[config.mk]
export PLATFORM = sky130hd
export DESIGN_NAME = decode_stage
export DESIGN_NICKNAME = d
export VERILOG_FILES = /design/src/rtl/decode_stage.sv
export SDC_FILE = /design/constraint.sdc
export NUM_CORES = 1
export LEC_CHECK = 0
export ABC_AREA = 1
export CORE_MARGIN = 8
export CORE_UTILIZATION = 58
export CTS_BUF_LIST = sky130_fd_sc_hd__clkbuf_4
export DETAILED_ROUTE_END_ITERATION = 16
export PLACE_DENSITY = 0.87
export SYNTH_ARGS = -nofsm -noshare
export SYNTH_HDL_FRONTEND = slang
export SYNTH_SLANG_ARGS = --single-unit
[constraint.sdc]
create_clock -name clk -period 7.38 [get_ports clk]
set_clock_uncertainty 0.1 [all_clocks]
set_input_delay 1.476 -clock clk [delete_from_list [all_inputs] [get_ports clk]]
set_output_delay 1.476 -clock clk [all_outputs]
set_load 0.02 [all_outputs]
[src/rtl/decode_stage.sv]
// RV32I decode stage: combinational decode of each fetched word into an output FIFO
// with valid/ready handshakes, synchronous flush and saturating statistics counters.
module decode_stage #(
  parameter int ADDR_W     = 32,
  parameter int FIFO_DEPTH = 2,
  parameter int ENABLE_M   = 0,
  parameter int CNT_W      = 16
) (
  input  logic              clk,
  input  logic              rst_n,
  input  logic              in_valid,
  output logic              in_ready,
  input  logic [ADDR_W-1:0] in_addr,
  input  logic [31:0]       in_instr,
  input  logic              flush,
  output logic              out_valid,
  input  logic              out_ready,
  output logic [ADDR_W-1:0] out_addr,
  output logic [5:0]        out_op,
  output logic [4:0]        out_rd,
  output logic [4:0]        out_rs1,
  output logic [4:0]        out_rs2,
  output logic [31:0]       out_imm,
  output logic              out_illegal,
  output logic [CNT_W-1:0]  instr_count,
  output logic [CNT_W-1:0]  illegal_count
);

  localparam int PTR_W  = (FIFO_DEPTH > 1) ? $clog2(FIFO_DEPTH) : 1;
  localparam int CNT_FW = $clog2(FIFO_DEPTH + 1);
  localparam logic [PTR_W-1:0]  LAST_PTR = PTR_W'(FIFO_DEPTH - 1);
  localparam logic [CNT_FW-1:0] FULL_CNT = CNT_FW'(FIFO_DEPTH);
  localparam logic [6:0] F7_ZERO = 7'b0000000;
  localparam logic [6:0] F7_ALT  = 7'b0100000;
  localparam logic [6:0] F7_MUL  = 7'b0000001;

  typedef enum logic [5:0] {
    OP_ILLEGAL = 6'd0,
    OP_ADD  = 6'd1,  OP_SUB  = 6'd2,  OP_AND  = 6'd3,  OP_OR    = 6'd4,  OP_XOR  = 6'd5,
    OP_SLL  = 6'd6,  OP_SRL  = 6'd7,  OP_SRA  = 6'd8,  OP_SLT   = 6'd9,  OP_SLTU = 6'd10,
    OP_ADDI = 6'd11, OP_ANDI = 6'd12, OP_ORI  = 6'd13, OP_XORI  = 6'd14, OP_SLLI = 6'd15,
    OP_SRLI = 6'd16, OP_SRAI = 6'd17, OP_SLTI = 6'd18, OP_SLTIU = 6'd19,
    OP_LW   = 6'd20, OP_SW   = 6'd21, OP_BEQ  = 6'd22, OP_BNE   = 6'd23, OP_LUI  = 6'd24,
    OP_JAL  = 6'd25, OP_MUL  = 6'd26
  } op_e;

  typedef struct packed {
    logic [ADDR_W-1:0] addr;
    logic [5:0]        op;
    logic [4:0]        rd;
    logic [4:0]        rs1;
    logic [4:0]        rs2;
    logic [31:0]       imm;
    logic              illegal;
  } entry_t;

  logic [6:0]  opc;
  logic [2:0]  f3;
  logic [6:0]  f7;
  logic [31:0] imm_i, imm_s, imm_b, imm_u, imm_j, imm_sh;
  op_e         dec_op;
  logic [31:0] dec_imm;
  logic        dec_illegal;
  entry_t      new_entry;
  entry_t      head;

  entry_t             mem_q [FIFO_DEPTH];
  logic [PTR_W-1:0]   wr_ptr_q, wr_ptr_d;
  logic [PTR_W-1:0]   rd_ptr_q, rd_ptr_d;
  logic [CNT_FW-1:0]  count_q, count_d;
  logic               init_q;
  logic [CNT_W-1:0]   instr_cnt_q, illegal_cnt_q;
  logic               push, pop;

  assign opc    = in_instr[6:0];
  assign f3     = in_instr[14:12];
  assign f7     = in_instr[31:25];
  assign imm_i  = {{20{in_instr[31]}}, in_instr[31:20]};
  assign imm_s  = {{20{in_instr[31]}}, in_instr[31:25], in_instr[11:7]};
  assign imm_b  = {{19{in_instr[31]}}, in_instr[31], in_instr[7], in_instr[30:25],
                   in_instr[11:8], 1'b0};
  assign imm_u  = {in_instr[31:12], 12'b0};
  assign imm_j  = {{11{in_instr[31]}}, in_instr[31], in_instr[19:12], in_instr[20],
                   in_instr[30:21], 1'b0};
  assign imm_sh = {27'b0, in_instr[24:20]};

  always_comb begin
    dec_op = OP_ILLEGAL;
    case (opc)
      7'b0110011: begin
        case (f3)
          3'b000: begin
            if (f7 == F7_ZERO)                        dec_op = OP_ADD;
            else if (f7 == F7_ALT)                    dec_op = OP_SUB;
            else if ((ENABLE_M != 0) && f7 == F7_MUL) dec_op = OP_MUL;
            else                                      dec_op = OP_ILLEGAL;
          end
          3'b001:  dec_op = (f7 == F7_ZERO) ? OP_SLL  : OP_ILLEGAL;
          3'b010:  dec_op = (f7 == F7_ZERO) ? OP_SLT  : OP_ILLEGAL;
          3'b011:  dec_op = (f7 == F7_ZERO) ? OP_SLTU : OP_ILLEGAL;
          3'b100:  dec_op = (f7 == F7_ZERO) ? OP_XOR  : OP_ILLEGAL;
          3'b101:  dec_op = (f7 == F7_ZERO) ? OP_SRL  : (f7 == F7_ALT) ? OP_SRA : OP_ILLEGAL;
          3'b110:  dec_op = (f7 == F7_ZERO) ? OP_OR   : OP_ILLEGAL;
          default: dec_op = (f7 == F7_ZERO) ? OP_AND  : OP_ILLEGAL;
        endcase
      end
      7'b0010011: begin
        case (f3)
          3'b000:  dec_op = OP_ADDI;
          3'b001:  dec_op = (f7 == F7_ZERO) ? OP_SLLI : OP_ILLEGAL;
          3'b010:  dec_op = OP_SLTI;
          3'b011:  dec_op = OP_SLTIU;
          3'b100:  dec_op = OP_XORI;
          3'b101:  dec_op = (f7 == F7_ZERO) ? OP_SRLI : (f7 == F7_ALT) ? OP_SRAI : OP_ILLEGAL;
          3'b110:  dec_op = OP_ORI;
          default: dec_op = OP_ANDI;
        endcase
      end
      7'b0000011: dec_op = (f3 == 3'b010) ? OP_LW : OP_ILLEGAL;
      7'b0100011: dec_op = (f3 == 3'b010) ? OP_SW : OP_ILLEGAL;
      7'b1100011: dec_op = (f3 == 3'b000) ? OP_BEQ : (f3 == 3'b001) ? OP_BNE : OP_ILLEGAL;
      7'b0110111: dec_op = OP_LUI;
      7'b1101111: dec_op = OP_JAL;
      default:    dec_op = OP_ILLEGAL;
    endcase
  end

  // Immediate format is chosen from the decoded op so illegal words carry a zero immediate.
  always_comb begin
    dec_imm = '0;
    case (dec_op)
      OP_ADDI, OP_ANDI, OP_ORI, OP_XORI, OP_SLTI, OP_SLTIU, OP_LW: dec_imm = imm_i;
      OP_SLLI, OP_SRLI, OP_SRAI: dec_imm = imm_sh;
      OP_SW:                     dec_imm = imm_s;
      OP_BEQ, OP_BNE:            dec_imm = imm_b;
      OP_LUI:                    dec_imm = imm_u;
      OP_JAL:                    dec_imm = imm_j;
      default:                   dec_imm = '0;
    endcase
  end

  assign dec_illegal = (dec_op == OP_ILLEGAL);
  assign new_entry   = '{addr: in_addr, op: dec_op, rd: in_instr[11:7], rs1: in_instr[19:15],
                         rs2: in_instr[24:20], imm: dec_imm, illegal: dec_illegal};

  assign in_ready  = init_q && (count_q < FULL_CNT);
  assign out_valid = (count_q != '0);
  assign push      = in_valid && in_ready && !flush;
  assign pop       = out_valid && out_ready && !flush;

  always_comb begin
    wr_ptr_d = wr_ptr_q;
    rd_ptr_d = rd_ptr_q;
    count_d  = count_q;
    if (flush) begin
      wr_ptr_d = '0;
      rd_ptr_d = '0;
      count_d  = '0;
    end else begin
      if (push) wr_ptr_d = (wr_ptr_q == LAST_PTR) ? '0 : wr_ptr_q + 1'b1;
      if (pop)  rd_ptr_d = (rd_ptr_q == LAST_PTR) ? '0 : rd_ptr_q + 1'b1;
      if (push && !pop)      count_d = count_q + 1'b1;
      else if (pop && !push) count_d = count_q - 1'b1;
    end
  end

  always_ff @(posedge clk or negedge rst_n) begin
    if (!rst_n) begin
      wr_ptr_q      <= '0;
      rd_ptr_q      <= '0;
      count_q       <= '0;
      init_q        <= 1'b0;
      instr_cnt_q   <= '0;
      illegal_cnt_q <= '0;
    end else begin
      wr_ptr_q <= wr_ptr_d;
      rd_ptr_q <= rd_ptr_d;
      count_q  <= count_d;
      init_q   <= 1'b1;
      if (push && instr_cnt_q != '1)
        instr_cnt_q <= instr_cnt_q + 1'b1;
      if (push && dec_illegal && illegal_cnt_q != '1)
        illegal_cnt_q <= illegal_cnt_q + 1'b1;
    end
  end

  always_ff @(posedge clk) begin
    if (push) mem_q[wr_ptr_q] <= new_entry;
  end

  assign head          = out_valid ? mem_q[rd_ptr_q] : '0;
  assign out_addr      = head.addr;
  assign out_op        = head.op;
  assign out_rd        = head.rd;
  assign out_rs1       = head.rs1;
  assign out_rs2       = head.rs2;
  assign out_imm       = head.imm;
  assign out_illegal   = head.illegal;
  assign instr_count   = instr_cnt_q;
  assign illegal_count = illegal_cnt_q;

endmodule

# == Word-level counts from Yosys, hierarchy flattened ==
# Memories as Yosys holds them, arrays and structs flattened.
# Index checks and enable logic that the tools add are counted.
# op_classes
n_reduce_logical,23
n_mux,33
n_eq_ne,31
addsub,6
magnitude_cmp,1
# op_table
operator,count
one-hot mux 32 bit (6 select lines),1
two-way mux 86 bit,1
one-hot mux 6 bit (7 select lines),2
"equality test 6 x 5 -> 1 bit, second input constant",10
one-hot mux 5 bit (7 select lines),1
"adder 16 x 1 -> 16 bit, second input constant",2
"!= test 16 bit, second input constant",2
"equality test 6 x 4 -> 1 bit, second input constant",5
two-way mux 5 bit,6
"equality test 7 x 6 -> 1 bit, second input constant",4
two-way mux 4 bit,5
"equality test 7 bit, second input constant",2
two-way mux 2 bit,6
logical AND 1 bit,10
"equality test 3 bit, second input constant",3
two-way mux 3 bit,3
two-way mux 1 bit,8
"equality test 7 x 2 -> 1 bit, second input constant",1
"equality test 7 x 5 -> 1 bit, second input constant",1
zero test 7 bit,1
OR reduction 7 bit,1
"equality test 3 x 2 -> 1 bit, second input constant",2
zero test 6 bit,1
nonzero test 2 bit,3
10 further kinds,13
# totals
mem_count,1
ramBits,172
regBits,37
wordCells,101
# mem_list
memory,depth,width,read_ports,rd_ports_with_merged_regs,write_ports,line_no,text
mem_q,2,86,1,0,1,67,entry_t mem_q [FIFO_DEPTH];

# == Depth between registers and ports, before layout ==
# Gate-level depths: netlist of the first run.
# logic_depth
ltp_word,9
depth_mapped,17
depth_no_buf,16

# == Worst setup path before layout of the first run ==
# No wires, ideal clock.
# synth_timing
kind,input to register
startpoint,in in_valid
endpoint,mem mem_q[0][0] (netlist name) (enable)
arrival_time_ns,5.389
stages,4
path_buffers,0
setup_slack_ns,1.362
setup_time_ns,0.529
required_time_ns,6.751
path_cell_list,nand2_1 -> nor2_2 -> inv_1 -> nor2_1
# synth_between
elab_chain_cells,4
# synth_rtl
element,line_no,text
"start, declared",11,"input logic in_valid,"
logical AND 1 bit (2 in series),148,assign push = in_valid && in_ready && !flush;
two-way mux 1 bit,188,if (push) mem_q[wr_ptr_q] <= new_entry;
two-way mux 1 bit (implied by the code),188,
"end, declared",67,
# No other way between the ends.

# == Worst setup path after layout of the first run ==
# layout_timing
startpoint,reg rd_ptr_q
endpoint,out out_imm[3]
# layout_between
elab_chain_cells,2
# layout_rtl
element,line_no,text
"start, declared",69,"logic [PTR_W-1:0] rd_ptr_q, rd_ptr_d;"
"start signal, assigned",177,rd_ptr_q <= rd_ptr_d;
memory (2 x 86 bit),-,
two-way mux 86 bit,191,assign head = out_valid ? mem_q[rd_ptr_q] : '0;
"end, declared",23,"output logic [31:0] out_imm,"
# No other way between the ends.

==> flow_metrics.tcl, run 1 <==
set metrics [dict create \
    power_density_nw_per_um2 305 \
    grt_max_degree 87 \
    drt_iter0_markers 516 \
    crit_fanout 86 \
    area_growth_pct 28.7 \
    seqPwrFrac 0.384 \
    finalHoldWorstSlack_ps 409 \
    drv_slew 0 \
    r2r-end "mem_q[0][17]" \
    final.min_clock_period_ps 5220 \
    hpwl_um 16300 \
    cp-start-kind "flip-flop" \
    power_leakage_nw 4.81 \
    worstMarginPinSlew_ps 1310 \
    ys_seq_elements 207 \
    post_cts_buffers 0 \
    cts_resized 0 \
    met1_usage 0.281 \
    crit_arrival_ps 3650 \
    reg2reg_slack_ps 4320 \
    combPwrFrac 0.374 \
    outcome "complete, no violations" \
    cp-end-kind "primary output" \
    syn_nets 982 \
    overflow 0 \
    max_slew_margin 0.121 \
    synth.cell_area_um2 9330 \
    cp.required_ps 5800 \
    synthCells 911 \
    drtAntennaViolNets 0 \
    row_count 46 \
    io-pin-count 189 \
    period_share 0.708 \
    internal_power_mw 2.36 \
    final_nets 1193 \
    p_sw_mw 1.30 \
    synth-compound-area-share 0.0759 \
    hold_depth 1 \
    viasPerCell 5.31 \
    fin_setup_tns_ps 0 \
    routed_wirelength_um 23800 \
    setup_viol 0 \
    synth-edff-count 170 \
    clockRootBuffer "clkbuf_4" \
    vdd_ir_drop_max_uv 190 \
    holdBufCountCts 0 \
    clock_path_buffers 3 \
    synthXorXnorAreaFrac 0.0263 \
    final_cells 1373 \
    ys_async_sr_fraction 0.179 \
    reg2reg_from "count_q[1]" \
    gp_congestion 0.888 \
    holdPathEnd "instr_count[6]" \
    grt_pass1_wl_um 37000 \
    synthFlopType "edfxtp_1" \
    die_h_um 143 \
    start_util 0.589 \
    synth.yosys.seq_area_share 0.646 \
    met2_usage 0.397 \
    rsz0062_at_grt "false" \
    cts_tree "built" \
    core-area_um2 15800 \
    clock_power_share 0.242 \
    finalHoldViolations 0 \
    synthAdderAreaFrac 0.00268 \
    post-route-util 0.758 \
    drive_gt1_frac 0.112 \
    cts_sinks 207 \
    clk_pin_slew_ps 70 \
    cts-htree-levels 2 \
    synth_top_family_by_area "simple AND/OR/NAND/NOR gates" \
    reg2regPathDepth 6 \
    port_buffers 187 \
    dieArea_um2 20400 \
    fmax_mhz 191 \
    dp.cells 1286 \
    use_met3 0.0558 \
    cts_buffers 50 \
    avgSynthCellArea_um2 10.2 \
    busiest_layer "met2" \
    final_cell_mix "296 x nand2_1, 187 x clkdlybuf4s50_1, 170 x edfxtp_1, 94 x a21oi_1, 75 x clkbuf_4" \
    yosys.area_share.simple 0.205 \
    vias 7289 \
    grt_pass1_vias 7291 \
    timing.setup.critical_path_class "flip-flop to primary output" \
    clock_latency_ps 620 \
    drtPass1Iterations 5 \
    synth_mux_area_frac 0 \
    track_usage 0.231 \
    holdCritStartpoint "instr_count[6]" \
    synth.distinct_cells 42 \
    antenna_found_initial 3 \
    switching_share 0.355 \
    die_w_um 143 \
    hp-class "flip-flop to flip-flop" \
    drc_errors 0 \
    layout_commonest_cell "nand2_1" \
    drv_cap 0 \
    wire_per_inst_um 17.4 \
    ys_warn_count 0 \
]
layout make-up:
cell class	instances	area, um^2
fill	1063	3820
antenna	1	2.50
multi-input combinational	602	2920
clock buffer	75	563
tap	216	270
clock inverter	11	45.0
sequential	207	6030
inverter	68	258
timing repair buffer	193	1920
critical path, cell delays in order (launching register included):
cell	delay (ps)
dfrtp_2	380
buf_4	400
inv_2	650
buf_4	560
nand2_1	100
a21oi_1	250
clkdlybuf4s50_1	660
power by group through the flow:
| stage | combinational, mW | sequential (mW) | clock, mW |
|---|---|---|---|
| after detailed placement | 1.37 | 1.43 | 0 |
| after floorplan | 0.679 | 1.45 | 0 |
| after CTS | 1.38 | 1.40 | 0.909 |
| after global routing | 1.45 | 1.41 | 0.977 |
| final | 1.37 | 1.40 | 0.886 |
| after global placement | 1.35 | 1.42 | 0 |
sequential cells by signal (all words and copies together) (netlist names):
name           cells
rd_ptr_q           1
mem_q            170
instr_count       16
init_q             1
count_q            2
illegal_count     16
wr_ptr_q           1
per-stage QoR:
| step | total power [mW] | worst slack [ps] | instance area, um^2 |
|---|---|---|---|
| after floorplan | 2.13 | 1360 | 9330 |
| after global placement | 2.77 | 2820 | 11400 |
| after detailed placement | 2.80 | 2780 | 11400 |
| after CTS | 3.69 | 2090 | 12000 |
| after global routing | 3.84 | 1930 | 12000 |
| final | 3.66 | 2160 | 12000 |
worst max path at each step:
stage,from,endpoint
2_1_floorplan,in_valid,mem_q[0][0]
3_3_place_gp,rd_ptr_q,out_imm[0]
3_5_place_dp,rd_ptr_q,out_imm[0]
4_1_cts,rd_ptr_q,out_imm[0]
5_1_grt,rd_ptr_q,out_imm[4]
6_report,rd_ptr_q,out_imm[3]
routing by layer:
layer	up-vias	part of all wire
met4	4	0.018
li1	3513	-
met2	309	0.50
met5	-	0.0011
met1	3432	0.40
met3	31	0.077
Yosys cell counts (12+ instances only):
| library cell | number | area [um^2] |
|---|---|---|
| a21oi_1 | 94 | 470 |
| clkbuf_1 | 24 | 90.1 |
| dfrtp_1 | 37 | 926 |
| edfxtp_1 | 170 | 5100 |
| inv_1 | 60 | 225 |
| nand2_1 | 296 | 1110 |
| nand2_2 | 13 | 81.3 |
| nand3_1 | 34 | 170 |
| nand4_1 | 14 | 87.6 |
| nor2_1 | 51 | 191 |
| o21ai_1 | 13 | 65.1 |
| xnor2_1 | 12 | 105 |
| xor2_1 | 16 | 140 |
logic make-up after synthesis:
| logic type | Yosys count |
|---|---|
| compound gates | 130 |
| xor+xnor | 28 |
| fa+ha+maj | 2 |
| buf+inv | 102 |
| flops | 207 |
| other cells | 2 |
| simple gates | 440 |
(Power assumes the default switching activity.)
==> inputs of run 2 (changes only) <==
--- a/config.mk
+++ b/config.mk
@@ -7,10 +7,10 @@
 export LEC_CHECK = 0
 export ABC_AREA = 1
 export CORE_MARGIN = 8
-export CORE_UTILIZATION = 58
+export CORE_UTILIZATION = 48
 export CTS_BUF_LIST = sky130_fd_sc_hd__clkbuf_4
 export DETAILED_ROUTE_END_ITERATION = 16
-export PLACE_DENSITY = 0.87
+export PLACE_DENSITY = 0.76
 export SYNTH_ARGS = -nofsm -noshare
 export SYNTH_HDL_FRONTEND = slang
 export SYNTH_SLANG_ARGS = --single-unit
==> constraint.sdc (replaced) <==
create_clock -name clk -period 4.2 [get_ports clk]
set_clock_uncertainty 0.1 [all_clocks]
set_input_delay 0.84 -clock clk [delete_from_list [all_inputs] [get_ports clk]]
set_output_delay 0.84 -clock clk [all_outputs]
set_load 0.02 [all_outputs]
==> flow_metrics.tcl, run 2 (synthesis results as in run 1) <==
set metrics [dict create \
    io-pin-count 189 \
    crit_start "rd_ptr_q" \
    use_met3 0.0447 \
    cts_tree "built" \
    overflow 0 \
    worstMarginPinSlew_ps 973 \
    stdcell_area_um2 12200 \
    outcome "complete, no violations" \
    slowest_stage "buf_4" \
    clk_pin_slew_ps 70 \
    vdd_ir_drop_max_uv 337 \
    final_cell_mix "296 x nand2_1, 187 x clkdlybuf4s50_1, 170 x edfxtp_1, 94 x a21oi_1, 80 x clkbuf_4" \
    max_slew_margin 0.351 \
    hp-class "flip-flop to flip-flop" \
    rsz0062_at_grt "false" \
    cts_buffers 51 \
    largest_register_ffs 170 \
    num-fill-cells 1571 \
    fmax_mhz 262 \
    die_w_um 155 \
    start_util 0.484 \
    final.min_clock_period_ps 3810 \
    area_growth_pct 30.9 \
    slowest_delay_ps 740 \
    hpwl_um 16200 \
    cp.required_ps 3260 \
    port_buffers 187 \
    crit_arrival_ps 2870 \
    dieArea_um2 24200 \
    reg2reg_slack_ps 1640 \
    post-route-util 0.634 \
    busiest_layer "met2" \
    cts_sinks 207 \
    holdCritStartpoint "instr_count[6]" \
    holdBufCountCts 0 \
    drv_slew 0 \
    period_share 0.908 \
    hold_depth 1 \
    drive_gt1_frac 0.122 \
    drv_cap 0 \
    finalHoldViolations 0 \
    met2_usage 0.331 \
    setup_viol 0 \
    dp.cells 1340 \
    clock_latency_ps 650 \
    post_cts_buffers 0 \
    cp-end-kind "primary output" \
    grt_max_degree 86 \
    power_density_nw_per_um2 541 \
    drc_errors 0 \
    cp-start-kind "flip-flop" \
    routed_wirelength_um 23500 \
    grt_pass1_wl_um 36800 \
    crit_chain "buf_4 -> nand2_1 -> a21oi_1 -> clkdlybuf4s50_1" \
    wire_per_inst_um 16.4 \
    core-area_um2 19300 \
    met1_usage 0.231 \
    final_cells 1429 \
    drt_iter0_markers 506 \
    viasPerCell 5.08 \
    crit_fanout 85 \
    top_register "mem_q" \
    place_area_um2 11500 \
    clock_path_buffers 3 \
    track_usage 0.192 \
    timing.setup.critical_path_class "flip-flop to primary output" \
    gp_congestion 0.864 \
    vias 7254 \
    row_count 51 \
    reg2regPathDepth 12 \
    die_h_um 155 \
    cts_resized 0 \
    final_nets 1199 \
    drtAntennaViolNets 0 \
    antenna_found_initial 1 \
    cts-htree-levels 2 \
    power_leakage_nw 4.89 \
    reg2reg_from "illegal_count[0]" \
    grt_pass1_vias 7117 \
    clockRootBuffer "clkbuf_4" \
    drtPass1Iterations 5 \
    fin_setup_tns_ps 0 \
    layout_commonest_cell "nand2_1" \
]
-- run 2: cell type report --
| cell class | count | area [um^2] | area share |
|---|---|---|---|
| sequential | 207 | 6030 | 0.494 |
| clock inverter | 8 | 67.6 | 0.00553 |
| inverter | 68 | 258 | 0.0211 |
| clock buffer | 80 | 601 | 0.0492 |
| tap | 265 | 332 | 0.0271 |
| multi-input combinational | 602 | 2920 | 0.239 |
| antenna | 1 | 2.50 | 0.000205 |
| timing repair buffer | 198 | 2000 | 0.164 |
-- run 2: final timing paths --
kind	end
max in group asynchronous	illegal_count[2]
min in group asynchronous	instr_count[4]
min	instr_count[6]
min reg2reg	instr_count[6]
max	out_imm[21]
max reg2reg	illegal_count[3]
-- run 2: power by group --
| part | switching, mW | internal [mW] |
|---|---|---|
| registers | 0.0992 | 2.36 |
| logic | 1.46 | 0.997 |
| clock network | 0.767 | 0.922 |
| total | 2.33 | 4.28 |
-- run 2: per-stage QoR --
stage | total power [mW] | hold WS [ps] | setup WS [ps]
after floorplan | 3.75 | 382 | 236
after global placement | 4.95 | 391 | 679
after detailed placement | 4.98 | 400 | 556
after CTS | 6.69 | 415 | 335
after global routing | 6.95 | 448 | 221
final | 6.60 | 415 | 385
-- run 2: layer usage --
metal  up-vias  routed length [um]
li1       3533                   -
met1      3412                9650
met2       253               11500
met3        56                1610
met4         0                 692
met5         -                   0
-- run 2: critical path: cells and delay by family (launching register included) --
family | cells | cell delay (ps)
buffers and inverters | 2 | 1440
flip-flops | 1 | 360
AO/OA/AOI/OAI | 1 | 340
AND/OR/NAND/NOR | 1 | 110
==> inputs of run 3 (changes only) <==
--- a/config.mk
+++ b/config.mk
@@ -6,10 +6,12 @@
 export NUM_CORES = 1
 export LEC_CHECK = 0
 export ABC_AREA = 1
+export CAP_MARGIN = 20
 export CORE_MARGIN = 8
 export CORE_UTILIZATION = 48
 export CTS_BUF_LIST = sky130_fd_sc_hd__clkbuf_4
 export DETAILED_ROUTE_END_ITERATION = 16
+export MAX_ROUTING_LAYER = met4
 export PLACE_DENSITY = 0.76
 export SYNTH_ARGS = -nofsm -noshare
 export SYNTH_HDL_FRONTEND = slang
==> flow_metrics.tcl, run 3 (synthesis results as in run 1) <==
set metrics [dict create \
    outcome "complete, no violations" \
    fmax_mhz 264 \
    grt_pass1_wl_um 37200 \
    cts_resized 0 \
    post_cts_buffers 0 \
    cp.required_ps 3260 \
    cp-start-kind "flip-flop" \
    fin_setup_tns_ps 0 \
    drtPass1Iterations 5 \
    dp.cells 1340 \
    power_density_nw_per_um2 533 \
    area_growth_pct 30.3 \
    start_util 0.484 \
    critical_path.endpoint "out_imm[21]" \
    hp-class "flip-flop to flip-flop" \
    cts_tree "built" \
    worstMarginPinSlew_ps 963 \
    dieArea_um2 24200 \
    layout_commonest_cell "nand2_1" \
    cts_buffers 52 \
    vias 7195 \
    drv_slew 0 \
    cts-htree-levels 2 \
    reg2regPathDepth 12 \
    crit_fanout 85 \
    cp-end-kind "primary output" \
    reg2reg_from "illegal_count[0]" \
    place_area_um2 11500 \
    seqPwrFrac 0.380 \
    io-pin-count 189 \
    stdcell_area_um2 12200 \
    core-area_um2 19300 \
    antenna_found_initial 1 \
    post-route-util 0.631 \
    path_delay_family "buffers and inverters" \
    preCtsSetupSlack_ps 553 \
    overflow 0 \
    finalHoldWorstSlack_ps 401 \
    rsz0062_at_grt "false" \
    vdd_ir_drop_max_uv 305 \
    slowest_delay_ps 720 \
    drv_cap 0 \
    final_cells 1429 \
    internal_power_mw 4.16 \
    largest_register_ffs 170 \
    drive_gt1_frac 0.116 \
    clockRootBuffer "clkbuf_4" \
    grt_max_degree 86 \
    period_share 0.900 \
    hpwl_um 16100 \
    die_h_um 155 \
    holdBufCountCts 0 \
    drtAntennaViolNets 0 \
    port_buffers 187 \
    r2r-end "illegal_count[3]" \
    finalHoldViolations 0 \
    final_nets 1200 \
    cp.depth 4 \
    p_sw_mw 2.32 \
    die_w_um 155 \
    grt_pass1_vias 7295 \
    final_cell_mix "296 x nand2_1, 187 x clkdlybuf4s50_1, 170 x edfxtp_1, 94 x a21oi_1, 74 x clkbuf_4" \
    reg2reg_slack_ps 1620 \
    finalPower_mw 6.48 \
    path_buf_inv 2 \
    max_slew_margin 0.358 \
    clk_pin_slew_ps 70 \
    routed_wirelength_um 23700 \
    track_usage 0.200 \
    crit_arrival_ps 2840 \
    drc_errors 0 \
    row_count 51 \
    gp_congestion 0.860 \
    switching_share 0.358 \
    fin_ws_ps 418 \
    viasPerCell 5.03 \
    wire_per_inst_um 16.6 \
    crit_start "rd_ptr_q" \
    combPwrFrac 0.378 \
    slowest_stage "buf_4" \
    cts_sinks 207 \
    crit_chain "buf_4 -> nand2_1 -> a21oi_1 -> clkdlybuf4s50_1" \
    timing.setup.critical_path_class "flip-flop to primary output" \
    final.min_clock_period_ps 3780 \
    clock_power_share 0.242 \
    setup_viol 0 \
    clock_path_buffers 3 \
    top_register "mem_q" \
    clock_latency_ps 640 \
    drt_iter0_markers 426 \
    power_leakage_nw 4.86 \
]
-- run 3: changes by cell type in the layout (fill, tap and decap cells not counted), sizes merged --
cell    previous run  this run
clkinv             7        13
bufinv             1         0
clkbuf            80        74
inv               68        69
-- run 3: area by class of cell --
type	count	area [um^2]
fill	1573	7120
sequential	207	6030
inverter	68	258
timing repair buffer	198	2000
antenna	1	2.50
clock inverter	14	53.8
multi-input combinational	602	2920
clock buffer	74	556
tap	265	332
-- run 3: worst min path at each step --
stage,slack (ps),startpoint,to,cells past startpoint
6_report,400,instr_count[6],instr_count[6],1
5_1_grt,440,instr_count[6],instr_count[6],1
4_1_cts,400,instr_count[6],instr_count[6],1
3_5_place_dp,390,instr_count[6],instr_count[6],1
3_3_place_gp,390,instr_count[6],instr_count[6],1
2_1_floorplan,380,count_q[0],count_q[0],1
-- run 3: layer usage --
metal | GRT usage | wire (um)
met1 | 0.236 | 10000
met2 | 0.340 | 11900
met3 | 0.0372 | 1280
met4 | 0.0665 | 480
met5 | - | 0
-- run 3: power by group through the flow --
stage | sequential (mW) | clock, mW | combinational (mW)
floorplan | 2.55 | 0 | 1.19
global placement | 2.50 | 0 | 2.46
detailed placement | 2.50 | 0 | 2.47
CTS | 2.46 | 1.62 | 2.49
global route | 2.48 | 1.73 | 2.63
finish | 2.46 | 1.57 | 2.45
